$ cat src/rtl/fwd_ctrl.sv
// fwd_ctrl
// Forwarding and load-use hazard controller for the 5-stage pipeline.
// Keeps a registered shadow of the register-usage fields of the
// instructions in EX, MEM and WB, and from it derives the EX-stage
// operand-select codes and the load-use stall request.
//
// Ports:
//   clk_i          rising-edge clock
//   rst_i          asynchronous active-high reset
//   id_valid_i     ID slot holds a real instruction
//   id_rs1_i       ID source register 1
//   id_rs2_i       ID source register 2
//   id_rd_i        ID destination register
//   id_regwrite_i  ID instruction writes the register file
//   id_memread_i   ID instruction is a load
//   flush_i        discard the ID instruction (taken branch)
//   stall_o        load-use stall request (combinational)
//   fwd_a_o        operand A select: 10 EX/MEM, 01 MEM/WB, 00 regfile
//   fwd_b_o        operand B select, same encoding
//   stall_cnt_o    saturating stall-cycle counter (FWD_STALL_CNT_EN only)
//
// Build option: define FWD_STALL_CNT_EN to add the stall counter.

module fwd_ctrl #(
    parameter int REG_AW = 5
) (
    input  logic              clk_i,
    input  logic              rst_i,
    input  logic              id_valid_i,
    input  logic [REG_AW-1:0] id_rs1_i,
    input  logic [REG_AW-1:0] id_rs2_i,
    input  logic [REG_AW-1:0] id_rd_i,
    input  logic              id_regwrite_i,
    input  logic              id_memread_i,
    input  logic              flush_i,
    output logic              stall_o,
    output logic [1:0]        fwd_a_o,
    output logic [1:0]        fwd_b_o
`ifdef FWD_STALL_CNT_EN
    ,
    output logic [31:0]       stall_cnt_o
`endif
);

    localparam logic [1:0] SEL_REGFILE = 2'b00;
    localparam logic [1:0] SEL_MEMWB   = 2'b01;
    localparam logic [1:0] SEL_EXMEM   = 2'b10;

    // EX slot: the only slot whose sources and load flag are consulted.
    logic [REG_AW-1:0] exRs1_q, exRs1_d;
    logic [REG_AW-1:0] exRs2_q, exRs2_d;
    logic [REG_AW-1:0] exRd_q, exRd_d;
    logic              exRegWrite_q, exRegWrite_d;
    logic              exMemRead_q, exMemRead_d;

    // MEM and WB slots only ever act as producers, so a load flag kept
    // there would never be read; only rd and regwrite are held.
    logic [REG_AW-1:0] memRd_q;
    logic              memRegWrite_q;
    logic [REG_AW-1:0] wbRd_q;
    logic              wbRegWrite_q;

    // Select code for one EX source. The MEM producer is the younger of
    // the two, so its value wins when both write the same register.
    // Register x0 is hard-wired to zero and never forwards.
    function automatic logic [1:0] selFor(
        input logic [REG_AW-1:0] rs,
        input logic              memRw,
        input logic [REG_AW-1:0] memRd,
        input logic              wbRw,
        input logic [REG_AW-1:0] wbRd
    );
        logic [1:0] sel;
        sel = SEL_REGFILE;
        if (memRw && (memRd != '0) && (memRd == rs)) begin
            sel = SEL_EXMEM;
        end else if (wbRw && (wbRd != '0) && (wbRd == rs)) begin
            sel = SEL_MEMWB;
        end
        return sel;
    endfunction

    // A load in EX whose result the ID instruction needs cannot be
    // forwarded in time, so ID is held for one cycle. A flushed ID
    // instruction is being thrown away and must never stall.
    always_comb begin
        stall_o = exMemRead_q && (exRd_q != '0) && id_valid_i && !flush_i &&
                  ((exRd_q == id_rs1_i) || (exRd_q == id_rs2_i));
    end

    // Selects come purely from registered state, stable all cycle.
    always_comb begin
        fwd_a_o = selFor(exRs1_q, memRegWrite_q, memRd_q, wbRegWrite_q, wbRd_q);
        fwd_b_o = selFor(exRs2_q, memRegWrite_q, memRd_q, wbRegWrite_q, wbRd_q);
    end

    // Next EX contents: the ID instruction, or a bubble when it is
    // stalled, flushed or not a real instruction.
    always_comb begin
        exRs1_d      = '0;
        exRs2_d      = '0;
        exRd_d       = '0;
        exRegWrite_d = 1'b0;
        exMemRead_d  = 1'b0;
        if (id_valid_i && !flush_i && !stall_o) begin
            exRs1_d      = id_rs1_i;
            exRs2_d      = id_rs2_i;
            exRd_d       = id_rd_i;
            exRegWrite_d = id_regwrite_i;
            exMemRead_d  = id_memread_i;
        end
    end

    // Slot pipeline: MEM and WB always advance; reset empties every slot.
    always_ff @(posedge clk_i or posedge rst_i) begin
        if (rst_i) begin
            exRs1_q       <= '0;
            exRs2_q       <= '0;
            exRd_q        <= '0;
            exRegWrite_q  <= 1'b0;
            exMemRead_q   <= 1'b0;
            memRd_q       <= '0;
            memRegWrite_q <= 1'b0;
            wbRd_q        <= '0;
            wbRegWrite_q  <= 1'b0;
        end else begin
            exRs1_q       <= exRs1_d;
            exRs2_q       <= exRs2_d;
            exRd_q        <= exRd_d;
            exRegWrite_q  <= exRegWrite_d;
            exMemRead_q   <= exMemRead_d;
            memRd_q       <= exRd_q;
            memRegWrite_q <= exRegWrite_q;
            wbRd_q        <= memRd_q;
            wbRegWrite_q  <= memRegWrite_q;
        end
    end

`ifdef FWD_STALL_CNT_EN
    logic [31:0] stallCnt_q, stallCnt_d;

    // Counts stall cycles, holding at all-ones rather than wrapping.
    always_comb begin
        stallCnt_d = stallCnt_q;
        if (stall_o && (stallCnt_q != 32'hFFFF_FFFF)) begin
            stallCnt_d = stallCnt_q + 32'd1;
        end
    end

    always_ff @(posedge clk_i or posedge rst_i) begin
        if (rst_i) begin
            stallCnt_q <= '0;
        end else begin
            stallCnt_q <= stallCnt_d;
        end
    end

    assign stall_cnt_o = stallCnt_q;
`endif

endmodule

$ cat config.mk
export PLATFORM = sky130hd
export DESIGN_NAME = fwd_ctrl
export DESIGN_NICKNAME = d
export VERILOG_FILES = /design/src/rtl/fwd_ctrl.sv
export SDC_FILE = /design/constraint.sdc
export NUM_CORES = 1
export LEC_CHECK = 0
export CAP_MARGIN = 20
export CORE_MARGIN = 2
export CORE_UTILIZATION = 54
export CTS_CLUSTER_SIZE = 16
export DETAILED_ROUTE_END_ITERATION = 7
export GPL_TIMING_DRIVEN = 0
export PLACE_DENSITY_LB_ADDON = 0.3
export SLEW_MARGIN = 15
export SYNTH_ARGS = -nofsm -noshare
export SYNTH_HDL_FRONTEND = slang
export SYNTH_SLANG_ARGS = --single-unit
$ cat constraint.sdc
create_clock -name clk_i -period 3.8 [get_ports clk_i]
set_input_delay 0.76 -clock clk_i [delete_from_list [all_inputs] [get_ports clk_i]]
set_output_delay 0.76 -clock clk_i [all_outputs]
set_load 0.03 [all_outputs]
==> impl_metrics.ini <==
[timing]
setup_viol = 0
fin_crit_sh_pct = 94.8
max_freq_mhz = 277
finClkSkew_ps = 3.90
rsz0062_at_grt = false
min_period_ps = 3600
hold_viol_final = 0
fin_hold_ws_ps = 356
slew_headroom_pct = 69.5
tightest_slew_ps = 453
tns_ps = 0
drv_slew = 0

[clock_tree]
cts_buffers = 5
cts.sinks = 29
path_clk_slew_ps = 80
clock-root-buffer = clkbuf_4
h-tree-depth = 2
clockBufferDepth = 2
clk_latency_ps = 320
cts_hold_buf = 0
cts_setup_buffers = 0
cts_tree = built
cts_resized = 0

[cells_and_area]
layout.nets = 174
stdcell_count = 183
fillCellCount = 172
fin_area_um2 = 1740
drive_above_1_share_pct = 16.3
synthToLayoutAreaGrowth_pct = 27.0
num_antenna_cells = 0

[global_routing]
grt_pass1_vias = 998
grtUsageTotal_pct = 23.3
grt_max_degree = 30
antenna_found_initial = 0
grt_first_pass_wirelength_mm = 4.55
grt-ovfl-total = 0

[place]
dp_hpwl_mm = 1.99
numPortBuffers = 25
place_area_um2 = 1660
routabilityCongestion = 0.851
place_inst = 175

[yosys]
synthesis.area_per_instance_um2 = 11.4
netlist-cell-type-count = 22
yosys_register_bits = 29
yosysTopAreaCellShare_pct = 52.8
synth-seq-area-share_pct = 52.8
yosysTopAreaCell = dfrtp_1
ys_top_cells_by_area = dfrtp_1 (53%), xnor2_1 (10%), xor2_1 (8.9%)
syn_inst = 120
ys.warnings.count = 0
syn_nets = 141
syn_area_um2 = 1370

[critical_path]
cp.required_ps = 3040
worst_ep_arrival_time_ps = 2840
path_class = primary input to output port
crit_path_max_incr_delay_ps = 660
startpoint_type = primary input
cpLargestDelayFamily = buffers and inverters
path_common_cell = clkdlybuf4s50_1
slowest_stage = clkdlybuf4s50_1
end_kind = output port
cp_num_buf_inv = 4
path_max_fanout = 9
path_cells = clkdlybuf4s50_1, nor2b_1, clkbuf_1, o311a_1, buf_6, and2_2, clkdlybuf4s50_1

[job]
maxCapViolations = 0

[power_and_ir_drop]
p_leak_nw = 0.795
worst_ir_drop_vdd_mv = 0.305
clock_power_share_pct = 30.7
pwr-share-seq_pct = 55.3
p_per_area_nw_per_um2 = 345
total_power_w = 0.000602
p_int_w = 0.000454
comb_power_share_pct = 14.0
swShare_pct = 24.7
p_sw_w = 0.000149

[status]
status = finished clean

[drt]
avgViaCountPerCell = 5.31
antenna_left = 0
wl_per_cell_um = 14.6
finalWirelength_mm = 2.68
drcViolationCount = 0
drt_iter0_drc = 15
via_count = 971
dr.pass1.iters = 4

[floorplanning]
die_area_um2 = 2960
die_x_um = 54.4
core_um2 = 2450
die_h_um = 54.4
boundaryPins = 26
start_util_pct = 56.0
std_cell_rows = 18

[min_path]
hold_path_class = flop to flop
power groups by stage:
stage               Combinational (W)  Sequential [W]  Clock (W)
global route                0.0000931        0.000335   0.000203
detailed placement          0.0000808        0.000339          0
finish                      0.0000844        0.000333   0.000185
CTS                         0.0000812        0.000333   0.000188
floorplan                   0.0000483        0.000336          0
global placement            0.0000779        0.000339          0
cell families after synthesis:
family,after synthesis,synth area share [%]
AO/OA/AOI/OAI,21,11.6
AND/OR/NAND/NOR,34,13.0
XOR/XNOR,30,19.1
flip-flops,29,52.8
buffers and inverters,6,3.46
layout make-up:
| cell class | count | area [um2] | share of cell area (%) |
|---|---|---|---|
| Inverter | 1 | 3.75 | 0.215 |
| Timing Repair Buffer | 26 | 278 | 15.9 |
| Sequential cell | 29 | 726 | 41.6 |
| Clock buffer | 7 | 55.1 | 3.16 |
| Multi-Input combinational cell | 85 | 601 | 34.4 |
| Buffer | 5 | 43.8 | 2.51 |
| Tap cell | 30 | 37.5 | 2.15 |
stage by stage:
stage / worst slack, ps / utilization [%]
floorplan: 972 / -
global placement: 239 / 67.7
detailed placement: 219 / 67.7
CTS: 216 / 69.9
global route: 39.9 / 71.0
finish: 196 / 71.0
path summary, 6_finish.rpt:
kind	depth (start not counted)	end	from	slack, ps
setup / recovery	7	stall_o	id_valid_i	200
hold / removal	0	memRegWrite_q	exRegWrite_q	360
setup reg to reg	5	exRs2_q[1]	exRd_q[0]	2020
hold reg to reg	0	memRegWrite_q	exRegWrite_q	360
max in group asynchronous	3	wbRd_q[0]	rst_i	2790
min in group asynchronous	2	exRs1_q[4]	rst_i	650
metal layers:
layer	vias to the layer above	track usage (%)	share of wire (%)
li1	469	-	-
met1	458	25.3	41
met2	30	39.6	51
met3	14	5.74	4.3
met4	0	16.7	3.8
met5	-	0	0
sequential cells by signal, indices dropped and copies added (netlist names):
| signal | flops |
|---|---|
| exRd_q | 5 |
| exRs1_q | 5 |
| exRs2_q | 5 |
| memRd_q | 5 |
| wbRd_q | 5 |
| exMemRead_q | 1 |
| exRegWrite_q | 1 |
| memRegWrite_q | 1 |
| wbRegWrite_q | 1 |
layout by cell type, fill, tap and decap left out, drive strengths merged, types with 9 or more instances in the layout:
cell type / synthesis / layout
clkbuf: 2 / 9
clkdlybuf4s50: 0 / 25
nand2: 19 / 19
xor2: 14 / 14
a21oi: 17 / 17
dfrtp: 29 / 29
xnor2: 16 / 16
synth_stat cells:
cell      instances
o22ai_2           1
nor2b_1           1
nand2_1          19
buf_12            1
a21oi_1           7
xor2_1           14
nor4_2            2
xnor2_1          16
o311a_1           1
buf_6             1
or4_1             4
nand3_1           4
o21ai_1           1
nor4_1            2
a21oi_2          10
clkbuf_1          2
dfrtp_1          29
o21ai_2           1
and2_2            1
inv_1             1
buf_2             1
or3_1             1
No activity file was read; power rests on OpenSTA's default activity.
